--- config.mk ---
export PLATFORM = sky130hd
export DESIGN_NAME = inst_fetch_ctrl
export DESIGN_NICKNAME = d
export VERILOG_FILES = /design/src/rtl/inst_fetch_pkg.sv /design/src/rtl/rom_port_arbiter.sv /design/src/rtl/inst_fetch_ctrl.sv
export SDC_FILE = /design/constraint.sdc
export NUM_CORES = 1
export LEC_CHECK = 0
export ABC_AREA = 1
export BUFFER_PORTS_ARGS = -buffer_cell sky130_fd_sc_hd__buf_2
export CORE_ASPECT_RATIO = 0.7
export CORE_UTILIZATION = 42
export DETAILED_ROUTE_END_ITERATION = 8
export PLACE_DENSITY = 0.89
export SLEW_MARGIN = 20
export SYNTH_ARGS = -nofsm -noshare
export SYNTH_HDL_FRONTEND = slang
export SYNTH_SLANG_ARGS = --single-unit
--- constraint.sdc ---
create_clock -name clk_i -period 1.4 [get_ports clk_i]
set_clock_uncertainty 0.15 [all_clocks]
set_input_delay 0.21 -clock clk_i [delete_from_list [all_inputs] [get_ports clk_i]]
set_output_delay 0.21 -clock clk_i [all_outputs]
set_load 0.01 [all_outputs]
--- src/rtl/inst_fetch_pkg.sv ---
// inst_fetch_pkg: shared state encoding and default constants for the DLX fetch controller.
// Revision 1.0
`timescale 1ns/1ps
`default_nettype none

package inst_fetch_pkg;

  localparam int unsigned DEF_ADDR_W       = 32;
  localparam int unsigned DEF_DATA_W       = 32;
  localparam int unsigned DEF_DBG_WAIT_MAX = 4;
  localparam logic [31:0] DEF_RESET_PC     = 32'd0;
  localparam logic [31:0] DEF_LAST_PC      = 32'd31;
  localparam logic [31:0] DLX_NOP          = 32'h0000_0000;

  typedef enum logic [0:0] {
    ST_RUN  = 1'b0,
    ST_HALT = 1'b1
  } fetch_state_t;

endpackage

`default_nettype wire

--- src/rtl/rom_port_arbiter.sv ---
// rom_port_arbiter: shares the instruction ROM read port between fetch and a debug reader.
// Revision 1.0
`timescale 1ns/1ps
`default_nettype none

module rom_port_arbiter #(
  parameter int unsigned ADDR_W       = 32,
  parameter int unsigned DATA_W       = 32,
  parameter int unsigned DBG_WAIT_MAX = 4
) (
  input  logic              clk,
  input  logic              rst,
  input  logic              port_busy,
  input  logic [ADDR_W-1:0] fetch_addr,
  input  logic              dbg_req,
  input  logic [ADDR_W-1:0] dbg_addr,
  input  logic [DATA_W-1:0] rom_data,
  output logic [ADDR_W-1:0] rom_addr,
  output logic              dbg_grant,
  output logic              dbg_ack,
  output logic [DATA_W-1:0] dbg_data
);

  localparam int unsigned CNT_W = (DBG_WAIT_MAX > 0) ? $clog2(DBG_WAIT_MAX + 1) : 1;

  logic [CNT_W-1:0] wait_cnt;
  logic             forced;

  assign forced    = (wait_cnt == CNT_W'(DBG_WAIT_MAX));
  // No back-to-back grants: the ack cycle gives the requester a chance to drop its request.
  assign dbg_grant = !rst && dbg_req && !dbg_ack && (!port_busy || forced);
  assign rom_addr  = dbg_grant ? dbg_addr : fetch_addr;

  always_ff @(posedge clk) begin
    if (rst) begin
      wait_cnt <= '0;
      dbg_ack  <= 1'b0;
      dbg_data <= '0;
    end else begin
      dbg_ack <= dbg_grant;
      if (dbg_grant) begin
        dbg_data <= rom_data;
        wait_cnt <= '0;
      end else if (!dbg_req) begin
        wait_cnt <= '0;
      end else if (port_busy && !forced) begin
        wait_cnt <= wait_cnt + CNT_W'(1);
      end
    end
  end

endmodule

`default_nettype wire

--- src/rtl/inst_fetch_ctrl.sv ---
// inst_fetch_ctrl: DLX instruction fetch with PC, output slot, redirect and HALT.
// Optional debug ROM reader enabled by INST_FETCH_DBG_PORT_EN. Revision 1.0
`timescale 1ns/1ps
`default_nettype none

module inst_fetch_ctrl
  import inst_fetch_pkg::*;
#(
  parameter int unsigned       ADDR_W       = DEF_ADDR_W,
  parameter int unsigned       DATA_W       = DEF_DATA_W,
  parameter logic [ADDR_W-1:0] RESET_PC     = ADDR_W'(DEF_RESET_PC),
  parameter logic [ADDR_W-1:0] LAST_PC      = ADDR_W'(DEF_LAST_PC),
  parameter int unsigned       DBG_WAIT_MAX = DEF_DBG_WAIT_MAX
) (
  input  logic              clk_i,
  input  logic              reset_i,
  output logic [ADDR_W-1:0] rom_addr_o,
  input  logic [DATA_W-1:0] rom_data_i,
  input  logic              redirect_i,
  input  logic [ADDR_W-1:0] redirect_pc_i,
  output logic [DATA_W-1:0] inst_o,
  output logic [ADDR_W-1:0] inst_pc_o,
  output logic              inst_valid_o,
  input  logic              inst_ready_i,
  output logic              halt_o,
  input  logic              dbg_req_i,
  input  logic [ADDR_W-1:0] dbg_addr_i,
  output logic              dbg_ack_o,
  output logic [DATA_W-1:0] dbg_data_o
);

  fetch_state_t      state_q, state_d;
  logic [ADDR_W-1:0] pc_q;
  logic              slot_free;
  logic              port_busy;
  logic              dbg_grant;
  logic              fetch;

  assign slot_free = !inst_valid_o || inst_ready_i;
  // The port is "busy" exactly when fetch would want it this cycle.
  assign port_busy = (state_q == ST_RUN) && slot_free && !redirect_i;
  assign fetch     = port_busy && !dbg_grant;
  assign halt_o    = (state_q == ST_HALT);

`ifdef INST_FETCH_DBG_PORT_EN
  rom_port_arbiter #(
    .ADDR_W       (ADDR_W),
    .DATA_W       (DATA_W),
    .DBG_WAIT_MAX (DBG_WAIT_MAX)
  ) u_arb (
    .clk        (clk_i),
    .rst        (reset_i),
    .port_busy  (port_busy),
    .fetch_addr (pc_q),
    .dbg_req    (dbg_req_i),
    .dbg_addr   (dbg_addr_i),
    .rom_data   (rom_data_i),
    .rom_addr   (rom_addr_o),
    .dbg_grant  (dbg_grant),
    .dbg_ack    (dbg_ack_o),
    .dbg_data   (dbg_data_o)
  );
`else
  logic unused_dbg;
  assign unused_dbg = ^{dbg_req_i, dbg_addr_i};
  assign rom_addr_o = pc_q;
  assign dbg_grant  = 1'b0;
  assign dbg_ack_o  = 1'b0;
  assign dbg_data_o = '0;
`endif

  always_comb begin
    state_d = state_q;
    if (redirect_i) begin
      state_d = ST_RUN;
    end else if (fetch && (pc_q == LAST_PC)) begin
      state_d = ST_HALT;
    end
  end

  always_ff @(posedge clk_i) begin
    if (reset_i) begin
      state_q <= ST_RUN;
    end else begin
      state_q <= state_d;
    end
  end

  always_ff @(posedge clk_i) begin
    if (reset_i) begin
      pc_q         <= RESET_PC;
      inst_o       <= '0;
      inst_pc_o    <= '0;
      inst_valid_o <= 1'b0;
    end else if (redirect_i) begin
      pc_q         <= redirect_pc_i;
      inst_valid_o <= 1'b0;
    end else if (fetch) begin
      inst_o       <= rom_data_i;
      inst_pc_o    <= pc_q;
      inst_valid_o <= 1'b1;
      pc_q         <= pc_q + ADDR_W'(1);
    end else if (slot_free) begin
      inst_valid_o <= 1'b0;
    end
  end

endmodule

`default_nettype wire
# After elaboration in Yosys (flattened, before gate mapping)
# Cells that the tools add are included.
# op_classes
add_sub_neg,1
n_eq_ne,1
n_mux,4
bitwise_logic,2
n_reduce_logical,10
# ops
operator,n
32-bit two-way mux,2
32-bit by 1-bit adder with 32-bit output (second input constant),1
32-bit by 5-bit equality test with 1-bit output (second input constant),1
2-bit nonzero test,2
1-bit logical AND,3
1-bit logical NOT,2
1-bit two-way mux,2
1-bit NOT,2
2-bit AND reduction,1
2-bit OR reduction,1
1-bit logical OR,1
# totals
register_bits,98
in_bits,101
output_inout_bits,131
wordCells,23

# Depth between registers and ports, before layout
# logic_depth
ltp_word,6
mapped_depth,10
depth_no_buf,10

# Worst setup path after synthesis
# Ideal clock, no wire load.
# synth_path
kind,register -> register
start,register pc_q[0] (netlist: rom_addr_o[0])
end,register pc_q[22] (netlist: rom_addr_o[22])
arrival_ns,1.379
t_required_ns,1.118
path_slack_ns,-0.261
stages_incl_launch_ff,11
path_buffers,0
synth_period_minus_slack_ns,1.661
path_cell_list,dfxtp_1 -> ha_1 -> nand2_1 -> nor2_4 -> nand2_1 -> nor2_2 -> nand2_1 -> nand2_1 -> nand3_1 -> nand2_1 -> a21oi_1
# synth_between
elab_chain_cells,3
# synth_lines
item,line,text
from (decl),inst_fetch_ctrl.sv:33,logic [ADDR_W-1:0] pc_q;
from (signal assigned),inst_fetch_ctrl.sv:96,pc_q <= redirect_pc_i;
from (signal assigned),inst_fetch_ctrl.sv:102,pc_q <= pc_q + ADDR_W'(1);
32-bit by 1-bit adder with 32-bit output,inst_fetch_ctrl.sv:102,
32-bit two-way mux,inst_fetch_ctrl.sv:98,end else if (fetch) begin
32-bit two-way mux,inst_fetch_ctrl.sv:95,end else if (redirect_i) begin
# Every way passes these cells. The select of a mux whose other input is x is not followed.
# A chain may end at the register's enable or synchronous reset.

# Worst setup path after layout
# layout_path
start,register pc_q[1] (netlist: rom_addr_o[1])
end,register pc_q[18] (netlist: rom_addr_o[18])
# The elaborated chain is that of the path after synthesis.

==> key figures <==
Outcome
  • Outcome: finished with violations
  • Failing checks: setup timing

Synth
  • Warnings from Yosys: 0
  • Seq/Total Area, Yosys: 0.405
  • Yosys reg bits: 98
  • Avg Cell Area, Syn: 6.75 um^2
  • Synthesized area: between 4000 and 5000 um^2
  • Yosys cell types: 31
  • Mapped Cells: 718

Floorplanning
  • I/O pin cnt: 232
  • FP Rows: 32
  • Die width: around 130 um
  • Initial Util: 0.435
  • Core box area: 11,100 um^2
  • Die height: 91.9 um
  • Die ar.: 12,000 um^2

Route
  • Initial DRC count: 586
  • Remaining antenna violation count after routing: 0
  • WL/cell: 17.3 um
  • Top Layer Used: met4
  • Met1 Wirelength: approximately 8.2 mm
  • DR pass1 iterations: 6
  • Routed via count: 6,179
  • Post-DR vias/cell: around 5.2
  • WL final: 20.4 mm
  • # DRC: 0
  • Met3 WL: 2.26 mm
  • Metal2 WL: 9.27 mm

Final layout
  • Layout Nets: roughly 1,100
  • Fill cells: 813
  • Layout Utilization: 0.734
  • Layout cells sized above 1: 0.450
  • N_diodes: 0
  • Area growth syn-to-layout: 68.6%

Setup path
  • Startpoint type of the worst setup path: flip-flop
  • Worst path slowest cell: dfxtp_4
  • Worst setup path endpoint: rom_addr_o[18]
  • CP endpoint kind: flip-flop
  • CP Class: flip-flop to flip-flop
  • Worst Path Arrival: between 1500 and 2000 ps
  • Crit Path Max Fanout: 5
  • Data required, critical path: between 1500 and 2000 ps
  • CP dominant cell by count: nand2_1
  • Worst r2r src: rom_addr_o[1]
  • Critical Path Start: rom_addr_o[1]
  • Internal reg-to-reg setup slack: -250 ps
  • Slowest stage delay, CP: approximately 370 ps
  • Reg2reg end: rom_addr_o[18]
  • R2r worst-path depth: 10
  • Cells along the critical path: ha_4 > nand2_2 > nor2_4 > buf_4 > nand3_2 > nor2_1 > nand2_1 > nand3_1 > nand2_1 > a21oi_1

Timing
  • Fmax achieved: 606 MHz
  • Fin. max-slew vios: 0
  • # setup viols final: 93
  • Final Hold Vio Count: 0
  • Final Cycle Share: 1.18
  • Fin Hold WS: 17.2 ps
  • RSZ-0062 raised after global routing: true
  • Setup TNS Final: -9240 ps
  • Final worst slack: -249 ps
  • Minimum clock period: 1650 ps

Global routing
  • GRT overflow: 0
  • GRT Overall Usage: 0.313
  • Initial antenna violation count: 0
  • Vias in the first global route: 5,869
  • First-pass GRT wire length: approximately 29 mm
  • Largest net degree at the start of global routing: 28

Placement
  • Routability cong.: 0.993
  • DP Worst Slack: -213 ps
  • PortBufs: between 150 and 200
  • Detailed placement HPWL: about 12 mm

CTS
  • Clock Tree Buf Depth: 2
  • CTS tree: done
  • Worst-path clk slew: 70 ps
  • CTS buffer count: 9
  • Clock sinks: between 90 and 100
  • Root Driver: clkbuf_16
  • Clk_lat worst skew: ~360 ps
  • CTS HTree Levels: 3

Power
  • Switching part of the total: 0.319
  • Lkg Pwr: 3.78 nW
  • Power consumption: around 7.5 mW
  • Switching Power: 2.41 mW
  • Clock power frac: 0.341
  • Cell-internal power: approximately 5 mW
  • Maximum vdd ir drop: 0.619 mV
  • Sequential share of power: 0.420
  • Power Dens Cells: 924 nW/um^2
  • Combinational share of power: 0.238

Worst hold path
  • Worst min-delay path class: input port to flip-flop
  • WHS Path Cells: 3

Flow run
  • Maxcap violations: 0
[cell families (layout without fill, tap and decap cells)]
group / after synthesis / count (layout) / share of synthesized area
flops: 98 / 98 / 0.405
simple gates: 370 / 370 / 0.326
buf+inv: 112 / 386 / 0.115
xor+xnor: 2 / 2 / 0.00362
compound gates: 134 / 134 / 0.147
fa+ha+maj: 1 / 1 / 0.00258
other cells: 1 / 33 / 0.000774
[worst min-delay path by stage]
stage | start | end | slack [ps]
after floorplan | rom_data_i[0] | inst_o[0] | 190
after global placement | rom_data_i[22] | inst_o[22] | 280
after detailed placement | rom_data_i[22] | inst_o[22] | 290
after CTS | redirect_pc_i[8] | rom_addr_o[8] | 2
after global routing | redirect_pc_i[8] | rom_addr_o[8] | 30
final | redirect_pc_i[16] | rom_addr_o[16] | 20
[through the flow]
step	cell area (um^2)	std cells
floorplan	5050	750
global placement	6390	1087
detailed placement	6390	1087
CTS	7470	1159
global route	8170	1177
finish	8170	1177
[power groups by stage]
stage | logic [mW] | registers (mW) | clock network [mW]
after floorplan | 0.578 | 3.30 | 0
after global placement | 1.24 | 3.18 | 0
after detailed placement | 1.26 | 3.19 | 0
after CTS | 1.48 | 3.13 | 2.60
after global routing | 1.92 | 3.19 | 2.73
final | 1.80 | 3.17 | 2.58
[synthesized netlist by cell type (all sizes together)]
cell type	instances	share of area
nor2	173	0.15
nand2	140	0.11
dfxtp	98	0.40
o21ai	71	0.073
a21oi	46	0.048
inv	46	0.036
buf	45	0.064
nand3	42	0.043
clkbuf	21	0.016
a31oi	7	0.0090
nor3	6	0.0062
nand4	5	0.0065
a211oi	4	0.0062
nor4	3	0.0039
o211ai	3	0.0046
a22oi	2	0.0031
xor2	2	0.0036
conb	1	0.00077
ha	1	0.0026
nand3b	1	0.0016
o211a	1	0.0021
[critical path, delay by kind of cell (launching register included)]
kind | cells | cell delay (ps)
simple gates | 7 | 660
flops | 1 | 370
fa+ha+maj | 1 | 140
buf+inv | 1 | 140
compound gates | 1 | 120
[what timing repair did]
item,4_1_cts,5_1_grt
gates resized for setup,66,184
buffers inserted,14,17
setup endpoints to repair,57,103
endpoints found under the hold margin,39,0
cloned,5,4
pin swaps,13,40
hold buffers,39,0
[placed cells by master (no fill, tap or decap), types with 9 or more instances in the layout]
cell,count
nand2_1,121
dfxtp_1,70
inv_1,41
buf_6,12
buf_12,11
o21ai_1,26
nand3_1,35
nor2_1,116
dlygate4sd3_1,39
a21oi_1,37
nor2_2,24
dfxtp_2,20
buf_2,164
a21oi_2,9
conb_1,33
buf_4,88
clkbuf_16,13
nand2_2,15
nor2_4,32
o21ai_0,14
o21ai_2,24
[layer usage]
metal | track usage | vias up
li1 | - | 2857
met1 | 0.387 | 2886
met2 | 0.509 | 363
met3 | 0.0968 | 73
met4 | 0.112 | 0
met5 | 0 | -
[cell type report]
type,instances,area [um^2],share of cell area
tap,153,191,0.0234
sequential,98,2020,0.247
inverter,46,183,0.0224
timing repair buffer,324,2450,0.301
clock buffer,10,239,0.0293
clock inverter,6,65.1,0.00797
multi-input combinational,540,3020,0.369
[flip-flops by register name (all words and copies together), names as in the netlist]
register	flops
inst_pc_o	32
rom_addr_o	32
inst_o	32
inst_valid_o	1
halt_o	1
Note: power is estimated with default switching activity, not from simulation.
